## src/rtl/pipeline_hazard_ctrl.sv

```systemverilog
// Stall/flush controller for a 5-stage MIPS pipeline.
// Latency: all control outputs are combinational (Mealy on state + inputs); stall_count lags by one cycle.
// Backpressure: a memory wait freezes every pipeline register; load-use holds PC and IF/ID only.
//
// Ports:
//   clk, rst_n                       clock, async active-low reset (outputs forced while low)
//   id_rs, id_rt, id_uses_rt         source operands of the ID instruction
//   ex_mem_read, ex_rt               load in EX and its destination register
//   branch_taken                     taken branch/jump resolved in EX
//   mem_req, mem_ready               MEM-stage data access handshake
//   *_we, *_flush, *_disable         pipeline register write enables and bubble controls
//   mem_err                          one-cycle pulse when an access is aborted on timeout
//   stall_count                      saturating count of cycles with pc_we=0
module pipeline_hazard_ctrl #(
    parameter int MEM_TIMEOUT = 16,
    parameter int CNT_W       = 5,
    parameter int REG_ADDR_W  = 5
) (
    input  logic                  clk,
    input  logic                  rst_n,
    input  logic [REG_ADDR_W-1:0] id_rs,
    input  logic [REG_ADDR_W-1:0] id_rt,
    input  logic                  id_uses_rt,
    input  logic                  ex_mem_read,
    input  logic [REG_ADDR_W-1:0] ex_rt,
    input  logic                  branch_taken,
    input  logic                  mem_req,
    input  logic                  mem_ready,
    output logic                  pc_we,
    output logic                  if_id_we,
    output logic                  if_id_flush,
    output logic                  id_ex_we,
    output logic                  id_ex_disable,
    output logic                  ex_mem_we,
    output logic                  mem_wb_disable,
    output logic                  mem_err,
    output logic [31:0]           stall_count
);

    typedef enum logic [1:0] {
        RUN      = 2'd0,
        MEM_WAIT = 2'd1,
        MEM_ERR  = 2'd2
    } state_t;

    // The RUN cycle that starts the wait is already the first stall cycle,
    // so the abort fires when wait_cnt reaches MEM_TIMEOUT-1.
    localparam logic [CNT_W-1:0] LAST_WAIT = CNT_W'(MEM_TIMEOUT - 1);

    state_t           state, state_nxt;
    logic [CNT_W-1:0] wait_cnt, wait_cnt_nxt;
    logic             mem_stall;
    logic             load_use;

    assign load_use = ex_mem_read && (ex_rt != '0) &&
                      ((ex_rt == id_rs) || (id_uses_rt && (ex_rt == id_rt)));

    always_comb begin
        mem_stall = 1'b0;
        case (state)
            RUN:      mem_stall = mem_req && !mem_ready;
            MEM_WAIT: mem_stall = !mem_ready;
            default:  mem_stall = 1'b0;
        endcase
    end

    // Next-state logic
    always_comb begin
        state_nxt    = state;
        wait_cnt_nxt = wait_cnt;
        case (state)
            RUN: begin
                if (mem_stall) begin
                    state_nxt    = MEM_WAIT;
                    wait_cnt_nxt = CNT_W'(1);
                end
            end
            MEM_WAIT: begin
                if (mem_ready) begin
                    state_nxt    = RUN;
                    wait_cnt_nxt = '0;
                end else if (wait_cnt == LAST_WAIT) begin
                    state_nxt    = MEM_ERR;
                    wait_cnt_nxt = '0;
                end else begin
                    wait_cnt_nxt = wait_cnt + CNT_W'(1);
                end
            end
            default: begin
                state_nxt    = RUN;
                wait_cnt_nxt = '0;
            end
        endcase
    end

    // Output logic, highest-priority event last-wins is avoided: explicit if/else chain.
    always_comb begin
        pc_we          = 1'b1;
        if_id_we       = 1'b1;
        if_id_flush    = 1'b0;
        id_ex_we       = 1'b1;
        id_ex_disable  = 1'b0;
        ex_mem_we      = 1'b1;
        mem_wb_disable = 1'b0;
        mem_err        = 1'b0;
        if (!rst_n) begin
            pc_we          = 1'b0;
            if_id_we       = 1'b0;
            if_id_flush    = 1'b1;
            id_ex_we       = 1'b0;
            id_ex_disable  = 1'b1;
            ex_mem_we      = 1'b0;
            mem_wb_disable = 1'b1;
        end else if (mem_stall) begin
            // Freeze everything; bubble MEM/WB so the stalled access is not written back twice.
            pc_we          = 1'b0;
            if_id_we       = 1'b0;
            id_ex_we       = 1'b0;
            ex_mem_we      = 1'b0;
            mem_wb_disable = 1'b1;
        end else begin
            if (state == MEM_ERR) begin
                mem_err        = 1'b1;
                mem_wb_disable = 1'b1;
            end
            if (branch_taken) begin
                if_id_flush   = 1'b1;
                id_ex_disable = 1'b1;
            end else if (load_use) begin
                pc_we         = 1'b0;
                if_id_we      = 1'b0;
                id_ex_disable = 1'b1;
            end
        end
    end

    always_ff @(posedge clk or negedge rst_n) begin
        if (!rst_n) begin
            state    <= RUN;
            wait_cnt <= '0;
        end else begin
            state    <= state_nxt;
            wait_cnt <= wait_cnt_nxt;
        end
    end

    always_ff @(posedge clk or negedge rst_n) begin
        if (!rst_n) begin
            stall_count <= '0;
        end else if (!pc_we && (stall_count != '1)) begin
            stall_count <= stall_count + 32'd1;
        end
    end

endmodule

```

## config.mk

```make
export PLATFORM = sky130hd
export DESIGN_NAME = pipeline_hazard_ctrl
export DESIGN_NICKNAME = d
export VERILOG_FILES = /design/src/rtl/pipeline_hazard_ctrl.sv
export SDC_FILE = /design/constraint.sdc
export NUM_CORES = 1
export LEC_CHECK = 0
export BUFFER_PORTS_ARGS = -buffer_cell sky130_fd_sc_hd__buf_2
export CORE_MARGIN = 2
export CORE_UTILIZATION = 51
export DETAILED_ROUTE_END_ITERATION = 10
export GPL_TIMING_DRIVEN = 0
export PLACE_DENSITY = 0.87
export RECOVER_POWER = 50
export SKIP_CTS_REPAIR_TIMING = 1
export SLEW_MARGIN = 20
export SYNTH_ARGS = -nofsm -noshare
export SYNTH_HDL_FRONTEND = slang
export SYNTH_SLANG_ARGS = --single-unit
```

## constraint.sdc

```tcl
create_clock -name clk -period 2.33 [get_ports clk]
set_clock_uncertainty 0.2 [all_clocks]
set_input_delay 0.233 -clock clk [delete_from_list [all_inputs] [get_ports clk]]
set_output_delay 0.233 -clock clk [all_outputs]
set_load 0.005 [all_outputs]
```

* Yosys cells after proc, flatten, opt, wreduce, memory -nomap -nowiden
Cells that the tools add are included.
** Storage, ports and cells
- Output and inout bits :: 40
- Input port bits :: 22
- Register bits after elaboration :: 39
** Cells by class
- Add/sub/neg operators :: 2
- Reduce and logical (&&, ||, !) cells :: 11
- Mux-type cells :: 27
- Eq/ne operators :: 8
** Operators with widths (number)
- 32-bit by 1-bit adder with 32-bit output, second input constant :: 1
- 32-bit inequality test, second input constant :: 1
- 1-bit 2-to-1 mux :: 18
- 5-bit 2-to-1 mux :: 3
- 5-bit equality test :: 2
- 5-bit case mux with 2 select lines :: 1
- 2-bit 2-to-1 mux :: 3
- 5-bit by 1-bit adder with 5-bit output, second input constant :: 1
- 5-bit by 4-bit equality test with 1-bit output, second input constant :: 1
- 1-bit logical AND :: 5
- 5-bit nonzero test :: 1
- 2-bit case mux with 2 select lines :: 1
- 3-bit inequality test, second input constant :: 1
- 2-bit by 1-bit equality test with 1-bit output, second input constant :: 1
- 2-bit equality test, second input constant :: 1
- 1-bit zero test :: 2
- 2-bit zero test :: 1
- 2-bit inequality test, second input constant :: 1
- 1-bit case mux with 2 select lines :: 1
- 2-bit AND reduction :: 1
- 1-bit logical OR :: 1

* Logic depth before layout (Yosys ltp)
- Depth in word-level cells :: 10
- Gate-level depth with buffers :: 9
- Depth with buffers taken out :: 8

* Worst setup path after synthesis
OpenSTA, ideal clock, no wires.
- Path kind :: register to register
- Start point :: register stall_count[23]
- End point :: register stall_count[4]
- Path buffers :: 1
- Arrival time :: 1774 ps
- Period minus slack after synthesis :: 2099 ps
- Slack :: 231 ps
- Stages on the path, launching flop included :: 9
- Cells stage by stage :: dfrtp_1 > and4_4 > and3_4 > and3_1 > nor3b_4 > a21oi_4 > buf_6 > nand4_1 > xnor2_1
** Between the ends
- Word-level cells in the longest chain between the ends :: 2
** RTL lines
- from (decl) :: RTL line 37 : output logic [31:0] stall_count
- from (signal assigned) :: RTL line 151 : stall_count <= stall_count + 32'd1;
- 32-bit inequality test :: RTL line 150 : end else if (!pc_we && (stall_count != '1)) begin
- 1-bit logical AND :: RTL line 150
Every way passes these cells.
A chain may end at the register's enable or synchronous reset.

* Worst setup path after layout
- Start point :: register stall_count[8]
- End point :: register stall_count[31]
** Between the ends
- Word-level cells in the longest chain between the ends :: 2
** RTL lines
- branches (longest 2 deep; another with 32-bit by 1-bit adder with 32-bit output)
Parallel ways; which one is timed is not known.

==> PnR_summary.wiki <==
{| class="wikitable"
! Metric !! Value
|-
| Mapped Nets || ~220
|-
| Maximum number of buffers from clock root to sink || 2
|-
| Register bit count reported by yosys || 39
|-
| Top fanout value on the critical path || 7
|-
| Starting utilization of the core area || 0.5455
|-
| Distinct cell type count of the synthesized netlist || 39
|-
| Kind of end point of the critical path || flip-flop
|-
| Depth of the CTS H-tree || 2
|-
| Crit-path leading delay family || simple AND/OR/NAND/NOR gates
|-
| Seq/Total Area, Yosys || 0.4779
|-
| Num rows || 22
|-
| Startpoint of the most critical hold path || mem_req
|-
| Most common library cell in the layout ignoring fill and taps || sky130_fd_sc_hd__buf_2
|-
| Mux contribution to synthesized area || 0.005515
|-
| Overall die width || 67.28 µm
|-
| Instance count of the mapped netlist || ~190
|-
| CTS buffer count || 5
|-
| Timing-limited maximum frequency || ~440 MHz
|-
| Adder-cell share of the synthesized area || 0.01225
|-
| Number of sinks on the clock net || 39
|-
| Setup Viol. Count Final || 0
|-
| Routed wire length || about 4700 µm
|-
| Violation count after the first detailed-route iteration || 99
|-
| Area growth, synth to finish || 28.62%
|-
| Relative slew slack || 0.3675
|-
| Core utilization of the finished layout || 0.7015
|-
| Clock edge transition at the registers on the reported setup and hold paths || about 0.070 ns
|-
| Maximum capacitance violations || 0
|-
| Minimum setup slack among reg-to-reg paths || approximately 0.049 ns
|-
| GRT Util Overall || 0.2155
|-
| Worst-Margin Slew || about 0.95 ns
|-
| Synth Area in XOR/XNOR || 0.1801
|-
| Average cell area after synthesis || 10.64 µm²
|-
| Post-route antenna net violation count || 0
|-
| Classification of the worst-slack hold path || in -> reg
|-
| Final hold slack || 0.02264 ns
|-
| Setup Crit Path Kind || reg -> reg
|-
| Die area || 4526 µm²
|-
| Total global routing overflow || 0
|-
| Post-route clock period utilization || 0.9789
|-
| Commonest cells after routing, fill and taps aside || sky130_fd_sc_hd__buf_2 (49), sky130_fd_sc_hd__xnor2_1 (38), sky130_fd_sc_hd__dfrtp_1 (36)
|-
| Simple-gate share of the synthesized area || 0.2457
|-
| Port Buffers || 61
|-
| Via count of the first global-routing pass || 1,625
|-
| Area share of the largest cell type after synthesis || 0.4779
|-
| End of the worst register-to-register path || stall_count[31]$_DFFE_PN0P_
|-
| Die height || a little under 70 µm
|-
| Clock tree from TritonCTS || yes
|-
| Largest stage delay on the critical path || around 0.43 ns
|-
| Vias post-DR || 1,718
|-
| Number of search-and-repair iterations in the first detailed-routing pass || 4
|-
| Library cell occupying the most area in the post-synthesis netlist || sky130_fd_sc_hd__dfrtp_1
|-
| Series of cell instances along the critical path || and4_4, and3_1, and3_4, nor2b_2, a21oi_4, buf_4, nand4_1, xnor2_1
|-
| Ratio of cells with drive above 1 in the final layout || 0.3480
|-
| Final Net Count || around 300
|-
| Total power divided by cell area || ~650 nW/µm²
|-
| Compound-cell area share of the yosys netlist || 0.05270
|-
| Average wire per cell in the routed design || between 10 and 15 µm
|-
| Largest family of logic cells by synthesized area || simple AND/OR/NAND/NOR gates
|-
| HPWL reported at the end of detailed placement || 3202 µm
|-
| DP Area || between 2000 and 2500 µm²
|-
| Leakage power figure || 1.200 nW
|-
| Routed vias/inst || approximately 5.4
|-
| Top area cells in the synthesized netlist || sky130_fd_sc_hd__dfrtp_1 (48%), sky130_fd_sc_hd__xnor2_1 (16%), sky130_fd_sc_hd__nand3_1 (3.9%)
|-
| Minimum clock period || ~2.3 ns
|-
| Max Transition Viols Final || 0
|-
| Pin count of the biggest net entering global routing || 44
|-
| Data required time of the critical path || 2.30 ns
|-
| Number of hold-slack violations in the final timing report || 0
|-
| Fill cells || just over 300
|-
| Critical Path Start Type || flip-flop
|-
| Cell depth of the worst flop-to-flop path || 8
|-
| Status || finished, final reports clean
|-
| Placeable core region || approximately 3700 µm²
|-
| Worst r2r src || stall_count[8]$_DFFE_PN0P_
|-
| Io pins || 62
|-
| Final instance area || 2626 µm²
|-
| Clock latency at the later pin of the worst-skew pair || around 0.29 ns
|-
| Critical Path Slowest Stage Cell || sky130_fd_sc_hd__dfrtp_1
|-
| Final RePlAce weighted congestion || around 0.77
|-
| Worst path bufs/invs || 1
|-
| Max VDD drop || 0.5891 mV
|-
| Antenna diode count || 0
|-
| Netlist area before placement || 2042 µm²
|-
| Antenna violations before repair || 0
|-
| Clock tree root driver cell || sky130_fd_sc_hd__clkbuf_8
|-
| Sink of the worst hold path || state[0]$_DFFE_PN0P_
|-
| Worst Hold Path Cells || 3
|-
| DRC errors left || 0
|-
| Arrival time reported for the critical path endpoint || around 2.3 ns
|-
| Wire length of the first global-routing pass || 7355 µm
|-
| Synthesis warning total || 0
|}
[sequential cells by signal (all words and copies together), names as in the netlist]
name / count
wait_cnt: 5
state: 2
stall_count: 32
[final cells by class]
| cell class | instances | area, µm² | share of cell area |
|---|---|---|---|
| clock buffer | 8 | 100.1 | 0.03811 |
| multi-input combinational | 145 | 1051 | 0.4002 |
| inverter | 3 | 11.26 | 0.004288 |
| sequential | 39 | 979.7 | 0.3730 |
| timing repair buffer | 73 | 382.9 | 0.1458 |
| tap | 48 | 60.06 | 0.02287 |
| buffer | 5 | 41.29 | 0.01572 |
[worst register-to-register path, delay by kind of cell, from the launching register on]
kind	cells	cell delay, ns
and+or+nand+nor	5	0.90
DFF	1	0.43
AOI/OAI and AO/OA	1	0.29
buffers and inverters	1	0.18
xor gates and xnor gates	1	0.17
[per-stage QoR]
stage	setup TNS (ns)	cells	worst slack, ns	power [mW]
after floorplan	0	192	0.2310	1.027
after global placement	-0.007730	301	-0.005570	1.160
after detailed placement	-0.2392	301	-0.05731	1.175
after CTS	-0.1594	309	-0.08407	1.671
after global routing	-0.2620	321	-0.06756	1.799
final	0	321	0.04926	1.707
[worst max-delay path by stage]
stage,end,slack (ns),from,depth (start not counted)
finish,stall_count[31]$_DFFE_PN0P_,0.05,stall_count[8]$_DFFE_PN0P_,8
global placement,stall_count[4]$_DFFE_PN0P_,-0.006,rst_n,7
detailed placement,stall_count[28]$_DFFE_PN0P_,-0.06,stall_count[0]$_DFFE_PN0P_,8
floorplan,stall_count[4]$_DFFE_PN0P_,0.23,stall_count[23]$_DFFE_PN0P_,8
CTS,stall_count[28]$_DFFE_PN0P_,-0.08,stall_count[0]$_DFFE_PN0P_,8
global route,stall_count[31]$_DFFE_PN0P_,-0.07,stall_count[8]$_DFFE_PN0P_,8
[logic make-up after synthesis]
group,Yosys count
AOI/OAI and AO/OA,14
xor gates and xnor gates,42
adders and majority gates,2
buffers and inverters,8
DFF,39
muxes,1
and+or+nand+nor,86
[routing by layer]
metal  track usage  vias up  part of all wire
li1              -      828                 -
met1        0.2845      835              0.45
met2        0.3478       45              0.49
met3       0.05333       10             0.048
met4       0.07143        0             0.013
met5             0        -                 0
[cell usage after synthesis]
master,number
sky130_fd_sc_hd__dfrtp_1,39
sky130_fd_sc_hd__nor2_1,9
sky130_fd_sc_hd__nand4_1,12
sky130_fd_sc_hd__nand3_1,16
sky130_fd_sc_hd__nand3_2,1
sky130_fd_sc_hd__nor3b_1,1
sky130_fd_sc_hd__o22ai_1,1
sky130_fd_sc_hd__nor2b_1,1
sky130_fd_sc_hd__a22o_1,1
sky130_fd_sc_hd__o21ai_1,1
sky130_fd_sc_hd__xor2_1,4
sky130_fd_sc_hd__o21ai_0,6
sky130_fd_sc_hd__nor3_1,5
sky130_fd_sc_hd__a21oi_4,1
sky130_fd_sc_hd__nand4_2,1
sky130_fd_sc_hd__mux2_2,1
sky130_fd_sc_hd__o41ai_1,1
sky130_fd_sc_hd__buf_6,2
sky130_fd_sc_hd__nor4_2,1
sky130_fd_sc_hd__nand2b_2,1
sky130_fd_sc_hd__or4_1,1
sky130_fd_sc_hd__and3_4,2
sky130_fd_sc_hd__ha_1,2
sky130_fd_sc_hd__and3_2,1
sky130_fd_sc_hd__inv_1,3
sky130_fd_sc_hd__and2_2,1
sky130_fd_sc_hd__nand2_1,19
sky130_fd_sc_hd__o32ai_1,1
sky130_fd_sc_hd__a21oi_1,1
sky130_fd_sc_hd__buf_4,2
sky130_fd_sc_hd__clkbuf_1,1
sky130_fd_sc_hd__nor3b_4,1
sky130_fd_sc_hd__and2_1,3
sky130_fd_sc_hd__a21boi_4,1
sky130_fd_sc_hd__xnor2_1,38
sky130_fd_sc_hd__and4_4,2
sky130_fd_sc_hd__nand3b_1,1
sky130_fd_sc_hd__nor2b_2,1
sky130_fd_sc_hd__and3_1,6
[where the power goes]
group	leakage, nW	switching, mW	internal (mW)
clock network	0.0515	0.225	0.270
logic	0.628	0.169	0.193
registers	0.521	0.0995	0.751
total	1.20	0.493	1.21
(Power assumes the default switching activity.)
